$ cat src/rtl/cavlc_shift_arbiter.sv
// Round-robin arbiter sharing one bitstream barrel shifter among the CAVLC
// syntax-element decoders; issues paced registered shift commands and counts consumed bits.
module cavlc_shift_arbiter #(
    parameter int NUM_REQ = 4,
    parameter int SHIFT_W = 5,
    parameter int CNT_W   = 16
) (
    input  logic                       i_clk,
    input  logic                       i_reset,
    input  logic                       i_enable,
    input  logic [NUM_REQ-1:0]         i_req,
    input  logic [NUM_REQ*SHIFT_W-1:0] i_req_shift,
    output logic [NUM_REQ-1:0]         o_grant,
    input  logic                       i_barrel_shifter_ready,
    output logic                       o_shift_en,
    output logic [SHIFT_W-1:0]         o_num_shift,
    input  logic                       i_clr_count,
    output logic [CNT_W-1:0]           o_bits_consumed,
    output logic                       o_busy
);

    localparam int PTR_W = (NUM_REQ > 1) ? $clog2(NUM_REQ) : 1;

    typedef enum logic [1:0] {
        S_IDLE,
        S_ISSUE,
        S_COOLDOWN
    } state_t;

    state_t               r_state;
    state_t               w_next_state;
    logic [PTR_W-1:0]     r_ptr;
    logic [NUM_REQ-1:0]   r_grant;
    logic                 r_shift_en;
    logic [SHIFT_W-1:0]   r_num_shift;
    logic [CNT_W-1:0]     r_bits;

    logic                 w_take;
    logic                 w_win_found;
    logic [PTR_W-1:0]     w_win_idx;
    logic [PTR_W-1:0]     w_ptr_next;
    logic [SHIFT_W-1:0]   w_win_amt;
    logic [PTR_W:0]       w_cand;

    // Round-robin search: first set request at or after r_ptr, wrapping modulo NUM_REQ.
    // NOTE: every always_comb output gets a default first so no latch is inferred.
    always_comb begin
        w_win_found = 1'b0;
        w_win_idx   = '0;
        w_cand      = '0;
        for (int k = 0; k < NUM_REQ; k++) begin
            w_cand = {1'b0, r_ptr} + (PTR_W+1)'(k);
            if (w_cand >= (PTR_W+1)'(NUM_REQ)) begin
                w_cand = w_cand - (PTR_W+1)'(NUM_REQ);
            end
            if (!w_win_found && i_req[w_cand[PTR_W-1:0]]) begin
                w_win_found = 1'b1;
                w_win_idx   = w_cand[PTR_W-1:0];
            end
        end
    end

    always_comb begin
        w_win_amt  = i_req_shift[w_win_idx*SHIFT_W +: SHIFT_W];
        w_ptr_next = (w_win_idx == PTR_W'(NUM_REQ-1)) ? '0 : w_win_idx + 1'b1;
        w_take     = (r_state == S_IDLE) && i_enable && i_barrel_shifter_ready && w_win_found;
    end

    always_comb begin
        w_next_state = r_state;
        case (r_state)
            S_IDLE:     if (w_take) w_next_state = S_ISSUE;
            // A zero-amount issue never touched the shifter, so no cooldown is needed.
            S_ISSUE:    w_next_state = (r_num_shift != '0) ? S_COOLDOWN : S_IDLE;
            S_COOLDOWN: w_next_state = S_IDLE;
            default:    w_next_state = S_IDLE;
        endcase
    end

    // NOTE: sequential state uses non-blocking assignments so all registers update together.
    always_ff @(posedge i_clk) begin
        if (i_reset) begin
            r_state <= S_IDLE;
        end else begin
            r_state <= w_next_state;
        end
    end

    always_ff @(posedge i_clk) begin
        if (i_reset) begin
            r_ptr       <= '0;
            r_grant     <= '0;
            r_shift_en  <= 1'b0;
            r_num_shift <= '0;
        end else begin
            r_grant     <= '0;
            r_shift_en  <= 1'b0;
            r_num_shift <= '0;
            if (w_take) begin
                r_grant     <= NUM_REQ'(1) << w_win_idx;
                r_shift_en  <= |w_win_amt;
                r_num_shift <= w_win_amt;
                r_ptr       <= w_ptr_next;
            end
        end
    end

    // Clear wins over accumulate, but a coincident shift is still counted after the clear.
    always_ff @(posedge i_clk) begin
        if (i_reset) begin
            r_bits <= '0;
        end else if (i_clr_count) begin
            r_bits <= r_shift_en ? CNT_W'(r_num_shift) : '0;
        end else if (r_shift_en) begin
            r_bits <= r_bits + CNT_W'(r_num_shift);
        end
    end

    assign o_grant         = r_grant;
    assign o_shift_en      = r_shift_en;
    assign o_num_shift     = r_num_shift;
    assign o_bits_consumed = r_bits;
    assign o_busy          = (r_state != S_IDLE);

endmodule

$ cat config.mk
export PLATFORM = sky130hd
export DESIGN_NAME = cavlc_shift_arbiter
export DESIGN_NICKNAME = d
export VERILOG_FILES = /design/src/rtl/cavlc_shift_arbiter.sv
export SDC_FILE = /design/constraint.sdc
export NUM_CORES = 1
export LEC_CHECK = 0
export CORE_MARGIN = 2
export CORE_UTILIZATION = 30
export CTS_CLUSTER_SIZE = 25
export DETAILED_ROUTE_END_ITERATION = 10
export GPL_TIMING_DRIVEN = 0
export PLACE_DENSITY_LB_ADDON = 0.2
export SLEW_MARGIN = 0
export SYNTH_ARGS = -nofsm -noshare
export SYNTH_HDL_FRONTEND = slang
export SYNTH_SLANG_ARGS = --single-unit
$ cat constraint.sdc
create_clock -name i_clk -period 2 [get_ports i_clk]
set_input_delay 0.2 -clock i_clk [delete_from_list [all_inputs] [get_ports i_clk]]
set_output_delay 0.2 -clock i_clk [all_outputs]
set_load 0.005 [all_outputs]
==> metrics.txt <==
Syn Area/Cell 8.50 µm²; Int Power 1090 µW; GP Congestion 0.768; vias in the first global route 1500; Crit path max-delay family simple AND/OR/NAND/NOR gates; IO buf count 54; Crit Path Category flip-flop to flip-flop; biggest cell delay along the critical path just under 600 ps; critical path's slowest cell or4b_4; Gate power share 0.175; Seq/Total Area, Yosys 0.374; fillers 551; Num CTS Buffers 5; vias per cell a little under 5; period utilization 0.960; largest net degree at the start of global routing 11; clk_skew approximately 5.6 ps; Final Max Slew Viols 0; CP required between 2000 and 2500 ps; Inserted Diodes 0; Starting DRT DRC Count 60; First-pass DRT Iterations 4; Worst-path clk slew 70 ps; Setup crit end kind flip-flop; Area Overhead vs Synth 52.8%; CTS tree yes; Hold Slack about 310 ps; # H-tree levels 2; Initial Utilization 0.313; die area 5960 µm²; initial antenna violation count 0; Yosys cell types 45; IO Count 56; mapped cell area 1610 µm²; # setup viols final 0; PwrDens around 590 nW/µm²; reg2reg setup slack 80 ps; critical path, cell by cell nor2b_2 > or4b_4 > buf_8 > a311oi_2 > o22a_1 > a41oi_2; EDFF count, synth 0; Slew headroom 0.638; crit-path max FO 5; Die Span X 77.2 µm; drt wl/cell ~13 µm; Total GRT Usage 0.140; Startpoint Class flip-flop; CTS root buffer clkbuf_8; crit path buf inv count 1; post-DP HPWL 3030 µm; crit path DAT about 2100 ps; die height 77.2 µm; Sw Pwr 357 µW; status complete, no violations; Post-Syn Nets between 200 and 250; fin crit period 1920 ps; Longest Clk Path Bufs 2; synthesized flop and latch total 30; sw frac 0.246; final count of hold timing violations 0; worst vdd ir 0.000291 V; Yosys warning count 0; Final ANT Viol Nets 0; Async S/R FF share, synth 0; max cap viols 0; worst-skew pair later-pin latency 280 ps; drt drc 0; RSZ-0062 raised after global routing no; nets about 290; share of post-route cells with drive strength above 1 0.143; Slew @ Worst Pin 543 ps; Vias 1574; WL final 4110 µm; fraction of power consumed by the clock network 0.395; sequential power share 0.430; Worst Hold Class input port to flip-flop; GRT overflow 0; Fmax about 520 MHz; CTS Sinks 30; total power 1450 µW; Core Region 5140 µm²; synthesized netlist cell count 189; first-pass GRT wire length around 6800 µm; Leakage 0.000873 µW; FP Rows 26; Primary FF master, synth dfxtp_1
through the flow:
step / area [µm²] / worst slack, ps / cells / util / TNS (ps)
detailed placement: 2230 / -445 / 313 / 0.435 / -2540
CTS: 2390 / 11.7 / 322 / 0.464 / 0
finish: 2450 / 79.2 / 321 / 0.478 / 0
global route: 2450 / 2.25 / 321 / 0.478 / 0
floorplan: 1610 / 110 / 189 / - / 0
global placement: 2230 / -440 / 313 / 0.435 / -2750
power groups by stage:
stage	sequential, µW	combinational, µW	clock (µW)
finish	623	254	573
global route	626	275	615
CTS	621	249	585
detailed placement	634	238	0
global placement	635	236	0
floorplan	632	134	0
sequential cells by signal, indices dropped and copies added (netlist names):
signal           cells
r_ptr                2
o_grant              4
o_bits_consumed     16
o_shift_en           1
r_state              2
o_num_shift          5
timing repair:
action                                  CTS  global route
endpoints found under the setup margin   12            17
pin swaps                                 6             5
buffers inserted                          1             0
hold buffers                              0             0
resized for setup                        12            14
gates cloned                              0             1
final timing paths:
path                            cells past startpoint                         endpoint                     from
worst min-delay path                                2  o_bits_consumed[3]$_SDFFE_PP0P_                  i_reset
worst max-delay path                                6            o_shift_en$_SDFF_PP0_    r_ptr[0]$_SDFFE_PP0P_
worst max register to register                      6            o_shift_en$_SDFF_PP0_    r_ptr[0]$_SDFFE_PP0P_
worst min register to register                      1          r_state[1]$_SDFFE_PP0P_  r_state[1]$_SDFFE_PP0P_
layout make-up:
class                           count  area (µm²)  area share
Timing Repair Buffer               56         572       0.233
Inverter                            4        15.0     0.00612
Multi-Input combinational cell    145        1010       0.413
Sequential cell                    30         604       0.246
Clock buffer                        8         110      0.0449
Buffer                              8        52.6      0.0214
Tap cell                           70        87.6      0.0357
cell usage after synthesis (all sizes together) (3+ instances only):
| cell | instances | area (µm²) |
|---|---|---|
| nor3 | 6 | 30.0 |
| ha | 5 | 62.6 |
| a21oi | 17 | 85.1 |
| xnor2 | 5 | 43.8 |
| mux2i | 6 | 60.1 |
| o21bai | 3 | 22.5 |
| a21boi | 4 | 30.0 |
| buf | 3 | 22.5 |
| nor2b | 4 | 25.0 |
| or3 | 7 | 43.8 |
| a31oi | 3 | 18.8 |
| nand2 | 11 | 48.8 |
| o21ai | 8 | 40.0 |
| a311oi | 4 | 35.0 |
| nand3 | 8 | 40.0 |
| inv | 4 | 15.0 |
| dfxtp | 30 | 601 |
| or4 | 3 | 26.3 |
| clkbuf | 7 | 26.3 |
| nor2 | 22 | 82.6 |
routing by layer:
metal / vias up / GRT usage / part of all wire
met3: 7 / 0.0400 / 0.053
met2: 43 / 0.228 / 0.46
met4: 0 / 0.0482 / 0.013
li1: 812 / - / -
met1: 712 / 0.177 / 0.48
met5: - / 0 / 0
placed cells by master, fill, tap and decap left out, drive strengths merged, types with 2 or more instances in the layout:
cell type,n
nor2b,4
ha,5
or3,7
a311oi,4
clkbuf,15
or2,2
nand2b,2
o21ai,8
a211oi,2
mux2i,6
dlygate4sd2,3
xnor2,5
buf,3
nor4,2
nor3,6
o21bai,3
nor3b,2
clkdlybuf4s50,50
a22o,2
a21oi,17
nor2,22
dfxtp,30
o21a,2
nand3,8
nand4,2
a31oi,3
inv,4
nand2,11
a21boi,4
or4,3
logic make-up after synthesis:
family | Yosys count | share of synthesized area
adder cells (fa/ha/maj) | 6 | 0.0514
multiplexers | 7 | 0.0444
buffers and inverters | 14 | 0.0397
flip-flops | 30 | 0.374
XOR/XNOR | 6 | 0.0327
AO/OA/AOI/OAI | 52 | 0.215
AND/OR/NAND/NOR | 74 | 0.243
(Power assumes the default switching activity.)
